==> src/rtl/resq_request_queue.sv <==
// Four-slot priority buffer ahead of the ResQ allocator: valid/ready in, one offered request out,
// highest priority first with lowest slot index winning ties; overflow requests are counted.
module resq_request_queue (
  input  logic       clk,
  input  logic       rst_n,
  input  logic       in_valid,
  output logic       in_ready,
  input  logic [1:0] in_zone,
  input  logic [1:0] in_prio,
  input  logic [7:0] in_qty,
  output logic       out_valid,
  input  logic       out_ready,
  output logic [1:0] out_zone,
  output logic [1:0] out_prio,
  output logic [7:0] out_qty,
  output logic [2:0] occupancy,
  output logic       full,
  output logic       empty,
  output logic [7:0] drop_cnt
);

  localparam logic [0:0] StIdle  = 1'b0;
  localparam logic [0:0] StOffer = 1'b1;

  logic [3:0]      occ_q, occ_d;
  logic [3:0][1:0] zone_q;
  logic [3:0][1:0] prio_q;
  logic [3:0][7:0] qty_q;
  logic [0:0]      state_q, state_d;
  logic [1:0]      sel_q, sel_d;
  logic [7:0]      drop_q, drop_d;

  logic [1:0] free_idx;
  logic [1:0] best_idx;
  logic [1:0] best_prio;
  logic       best_found;
  logic       push;
  logic       pop;

  always_comb begin
    occupancy = {2'b00, occ_q[0]} + {2'b00, occ_q[1]} + {2'b00, occ_q[2]} + {2'b00, occ_q[3]};
    full      = (occupancy == 3'd4);
    empty     = (occupancy == 3'd0);
    in_ready  = !full;
  end

  // Lowest free slot; only used when not full.
  always_comb begin
    free_idx = 2'd0;
    for (int i = 3; i >= 0; i--) begin
      if (!occ_q[i]) free_idx = 2'(i);
    end
  end

  // Strict greater-than keeps the lowest index on equal priority.
  always_comb begin
    best_idx   = 2'd0;
    best_prio  = 2'd0;
    best_found = 1'b0;
    for (int i = 0; i < 4; i++) begin
      if (occ_q[i] && (!best_found || (prio_q[i] > best_prio))) begin
        best_found = 1'b1;
        best_idx   = 2'(i);
        best_prio  = prio_q[i];
      end
    end
  end

  assign push = in_valid && in_ready && (in_qty != 8'd0);
  assign pop  = (state_q == StOffer) && out_ready;

  always_comb begin
    occ_d   = occ_q;
    state_d = state_q;
    sel_d   = sel_q;
    drop_d  = drop_q;
    // Free slot is picked from pre-pop occ, so it can never be the popped slot.
    if (pop)  occ_d[sel_q]    = 1'b0;
    if (push) occ_d[free_idx] = 1'b1;
    case (state_q)
      StIdle: begin
        if (|occ_q) begin
          state_d = StOffer;
          sel_d   = best_idx;
        end
      end
      StOffer: begin
        if (out_ready) state_d = StIdle;
      end
      default: state_d = StIdle;
    endcase
    if (in_valid && !in_ready && (drop_q != 8'hFF)) drop_d = drop_q + 8'd1;
  end

  always_ff @(posedge clk or negedge rst_n) begin
    if (!rst_n) begin
      occ_q   <= '0;
      zone_q  <= '0;
      prio_q  <= '0;
      qty_q   <= '0;
      state_q <= StIdle;
      sel_q   <= '0;
      drop_q  <= '0;
    end else begin
      occ_q   <= occ_d;
      state_q <= state_d;
      sel_q   <= sel_d;
      drop_q  <= drop_d;
      if (push) begin
        zone_q[free_idx] <= in_zone;
        prio_q[free_idx] <= in_prio;
        qty_q[free_idx]  <= in_qty;
      end
    end
  end

  always_comb begin
    out_valid = (state_q == StOffer);
    out_zone  = out_valid ? zone_q[sel_q] : 2'd0;
    out_prio  = out_valid ? prio_q[sel_q] : 2'd0;
    out_qty   = out_valid ? qty_q[sel_q]  : 8'd0;
    drop_cnt  = drop_q;
  end

endmodule

==> config.mk <==
export PLATFORM = sky130hd
export DESIGN_NAME = resq_request_queue
export DESIGN_NICKNAME = d
export VERILOG_FILES = /design/src/rtl/resq_request_queue.sv
export SDC_FILE = /design/constraint.sdc
export NUM_CORES = 1
export LEC_CHECK = 0
export ABC_CLOCK_PERIOD_IN_PS = 4470
export BUFFER_PORTS_ARGS = -buffer_cell sky130_fd_sc_hd__buf_2
export CAP_MARGIN = 25
export CORE_MARGIN = 1
export CORE_UTILIZATION = 45
export DETAILED_ROUTE_END_ITERATION = 7
export PLACE_DENSITY = 0.72
export SYNTH_ARGS = -nofsm -noshare
export SYNTH_HDL_FRONTEND = slang
export SYNTH_SLANG_ARGS = --single-unit
export TNS_END_PERCENT = 100
==> constraint.sdc <==
create_clock -name clk -period 4.47 [get_ports clk]
set_clock_uncertainty 0.1 [all_clocks]
set_input_delay 0.447 -clock clk [delete_from_list [all_inputs] [get_ports clk]]
set_output_delay 0.447 -clock clk [all_outputs]
set_load 0.02 [all_outputs]
==> run summary <==
The flow ran to the end, and the final reports show no timing, DRC or antenna violations. The number of endpoints with negative hold slack in the final report is 0. Summing all placed instances gives a cell area of around 3500 um^2. The flip-flop cell with the highest count after synthesis is sky130_fd_sc_hd__dfrtp_1. After floorplanning, the core was sized to cover 6869 um^2. The count of hold-fix buffers inserted at cts is 0.

The max-slew violation count came out at 0. After layout, the worst setup slack is about 0.55 ns. The synthesized netlist devotes between 5 and 6% of its cell area to compound gates.

The part of the power in the clock network is 18.6%. In the final layout, the share of cells above drive strength 1 is between 30% and 40%. The die area is 7511 um^2. The maximum achievable frequency came out at roughly 260 MHz.

The initial antenna violation count is 0. The final design utilization is 54.75%. The required time reported for the critical path endpoint is 4.59 ns. The weighted congestion reported at the end of routability-driven placement came out at 0.7634. The cell at the root of the clock tree is sky130_fd_sc_hd__clkbuf_8. The relative slew slack came out at between 30% and 40%.

The final setup violation count is 0. The final sum of negative setup slack is 0 ns. The repair_antennas step left the layout with diodes totalling 0. The synthesized netlist devotes 4.888% of its cell area to adder and majority cells. The total of max-cap violations is 0.

The shortest clock period the worst path allows after layout came out at 3.918 ns. The post-route clock period utilization is 87.64%. The share of flip-flops with an asynchronous set or reset after synthesis is 100.0%. Along the worst path, the maximum fanout reaches 8. In this run the deepest clock path goes through 2 buffers. The number of enable-type register cells in the synthesized netlist is 0. The average detailed-routed wire length per instance came out at 17.40 um. The number of global-route vias before repair is 2175. The count of filler cells inserted in the layout came out at between 500 and 600. The vias per cell is 5.482. For this run, the register share of the synthesized area comes to 48.88%. The worst hold slack across all endpoints is approximately 0.17 ns. Summed over all cells, the static leakage comes to approximately 1.7 nW. After synthesis, the share of cell area in mux cells is a little over a quarter. The clock-pin slew of the registers on the worst-case setup and hold paths came out at 0.07 ns. The port buffer count came out at 42. Counting every net in the synthesized netlist gives 267. In this run switching power makes up between 30% and 40% of total power. The fraction of power consumed by sequential logic came out at approximately 34%. The area growth from synthesis to final layout came out at 16.60%. The Yosys step of the flow raised 0 warnings. The top cell types in the final layout, fill and taps aside, are 63 x sky130_fd_sc_hd__dfrtp_1, 42 x sky130_fd_sc_hd__buf_2, 23 x sky130_fd_sc_hd__mux2_2, 17 x sky130_fd_sc_hd__mux2_1, 15 x sky130_fd_sc_hd__nand2_1. The starting density of the core is 46.96%. The final wirelength is 6716 um. The power per cell area came out at 872.5 nW/um^2. The horizontal die dimension is approximately 87 um. The placement row count came out at 30. The number of clock sinks came out at between 60 and 70.

The data arrival time of the worst path came out at 4.04 ns. The min-delay analysis places its worst path in the category in2async. The final instance area came out at 3761 um^2. The synthesized netlist contains 42 unique library cells.

The number of nets at the end of the flow is between 300 and 400. Setup repair after global routing left no endpoint under its margin. The number of buffers inserted during clock tree synthesis is 9. After synthesis, the largest family of logic cells by area is multiplexers. The half-perimeter wire length of the detailed placement result came out at 4375 um. The number of vias in the routed layout is 2116. The count of nets left with antenna violations once routing finished came out at 0. The critical path class is reg2reg. Summed over all nets, the switching power comes to ~0.0012 W.

The average cell area after synthesis came out at 13.50 um^2. The clock latency of the later-clocked register in the worst-skew pair is 0.33 ns. The synthesized instance count came out at approximately 240.

In this run the count of I/O pins placed on the die edge is 43. The worst IR drop on VDD came out at 0.3362 mV. The height of the chip came out at 86.67 um. The share of the synthesized netlist area taken by xor and xnor gates is under 10%.

The internal power of the cells came out at 0.002039 W. The detailed router finished its first iteration with 92 violations. The final routed DRC violation total came out at 0. The final global-route overflow total came out at 0. The library cell used most frequently in the layout, excluding fill and tap cells, is sky130_fd_sc_hd__dfrtp_1. The global-route wire length before repair came out at ~11000 um.

Entering global routing, the biggest net connects between 60 and 70 pins. In the global route stage, overall resource usage came out at 20.13%. The post-synth design cell area is 3226 um^2. The buffers inserted during post-CTS setup optimization is 0.

The worst setup path is captured at a register. The basic-gate share of the synthesized area counting and, or, nand and nor cells came out at between 10% and 20%. The H-tree was split into 3 levels.

Counting flops and latches in the post-synthesis netlist gives 63. The startpoint type of the worst setup path is a register. At the pin with the least slew margin, the transition time is 0.9592 ns. The first-pass iteration count of the detailed router is 4.

TritonCTS built the clock tree. After clock tree synthesis, the repair step resized 0 gates. The combinational cell fraction of total power is 47.6%. Prior to clock tree synthesis, the placed netlist has a worst setup slack of 0.5923 ns.
[logic make-up after synthesis]
| group | count (synthesis) |
|---|---|
| AOI/OAI and AO/OA | 21 |
| xor gates and xnor gates | 7 |
| adders and majority gates | 12 |
| buffers and inverters | 16 |
| DFF | 63 |
| muxes | 61 |
| and+or+nand+nor | 59 |
[critical path, cell delays in order (launching register included)]
cell                       delay (ns)
sky130_fd_sc_hd__dfrtp_1         0.48
sky130_fd_sc_hd__nand2_1         0.09
sky130_fd_sc_hd__ha_1            0.32
sky130_fd_sc_hd__nor2b_1         0.16
sky130_fd_sc_hd__o311a_1         0.33
sky130_fd_sc_hd__a32oi_1         0.25
sky130_fd_sc_hd__ha_1            0.29
sky130_fd_sc_hd__nor2b_1         0.13
sky130_fd_sc_hd__o311ai_1        0.51
sky130_fd_sc_hd__nor2_1          0.08
sky130_fd_sc_hd__a21o_1          0.17
sky130_fd_sc_hd__ha_1            0.28
sky130_fd_sc_hd__nor2b_1         0.13
sky130_fd_sc_hd__o211ai_1        0.14
sky130_fd_sc_hd__o211ai_1        0.13
sky130_fd_sc_hd__o22a_1          0.20
[synth_stat cells (2+ instances only)]
library cell	count	area (um^2)
sky130_fd_sc_hd__mux2_1	17	191.4
sky130_fd_sc_hd__inv_1	6	22.52
sky130_fd_sc_hd__ha_1	11	137.6
sky130_fd_sc_hd__nand2_1	15	56.30
sky130_fd_sc_hd__o21ai_0	3	15.01
sky130_fd_sc_hd__xnor2_1	5	43.79
sky130_fd_sc_hd__o211ai_1	4	30.03
sky130_fd_sc_hd__nor3_4	2	32.53
sky130_fd_sc_hd__xor2_1	2	17.52
sky130_fd_sc_hd__buf_4	3	22.52
sky130_fd_sc_hd__mux2_2	23	259.0
sky130_fd_sc_hd__nor4_1	2	12.51
sky130_fd_sc_hd__dfrtp_1	63	1577
sky130_fd_sc_hd__o22a_1	2	17.52
sky130_fd_sc_hd__clkbuf_1	2	7.510
sky130_fd_sc_hd__mux2_4	9	135.1
sky130_fd_sc_hd__and2_1	14	87.58
sky130_fd_sc_hd__mux4_2	12	270.3
sky130_fd_sc_hd__buf_2	2	10.01
sky130_fd_sc_hd__nand4_1	4	25.02
sky130_fd_sc_hd__a21o_1	3	22.52
sky130_fd_sc_hd__nor2b_1	3	18.77
sky130_fd_sc_hd__nor2_1	4	15.01
sky130_fd_sc_hd__nand3_1	7	35.03
sky130_fd_sc_hd__nor3_1	4	20.02
[metrics by stage]
step           std cells  total power (W)
6_report             386         0.003282
3_3_place_gp         370         0.002603
5_1_grt              386         0.003507
3_5_place_dp         370         0.002678
4_1_cts              386         0.003303
2_1_floorplan        239         0.002277
[power groups by stage]
stage                     Sequential, W  Combinational, W  Clock (W)
after global routing            0.00115           0.00171   0.000646
after CTS                       0.00111           0.00157   0.000619
after detailed placement        0.00112           0.00156          0
after global placement          0.00110           0.00150          0
final                           0.00111           0.00156   0.000610
after floorplan                0.000992           0.00129          0
[registers in the layout, summed over array words and instances, names as in the netlist]
name       cells
drop_cnt       8
prio_q         8
sel_q          2
out_valid      1
occ_q          4
qty_q         32
zone_q         8
[worst paths after layout]
| path | startpoint | to | slack (ns) | cells past startpoint |
|---|---|---|---|---|
| max | occ_q[0] | sel_q[1] | 0.55 | 15 |
| min | rst_n | qty_q[12] | 0.17 | 2 |
| max reg2reg | occ_q[0] | sel_q[1] | 0.55 | 15 |
| min reg2reg | drop_cnt[7] | drop_cnt[7] | 0.39 | 1 |
| max in group asynchronous | rst_n | prio_q[3] | 3.59 | 2 |
| min in group clk | in_zone[1] | zone_q[1] | 0.28 | 2 |
[metal layers]
layer	part of all wire [%]	vias to the layer above	track usage, %	wire [um]
met5	0	-	0	0
met3	4.1	7	4.286	273
met2	49	46	32.25	3312
met1	46	1096	27.17	3056
li1	-	967	-	-
met4	1.1	0	7.273	74
[cell type report]
class,instances,area (um^2),area share (%)
Clock buffer,11,141.4,3.759
Clock inverter,5,103.9,2.761
Tap cell,96,120.1,3.194
Sequential cell,63,1577,41.92
Timing Repair Buffer,44,225.2,5.988
Inverter,7,26.28,0.6986
Multi-Input combinational cell,160,1568,41.68
No activity file was read; power rests on OpenSTA's default activity.
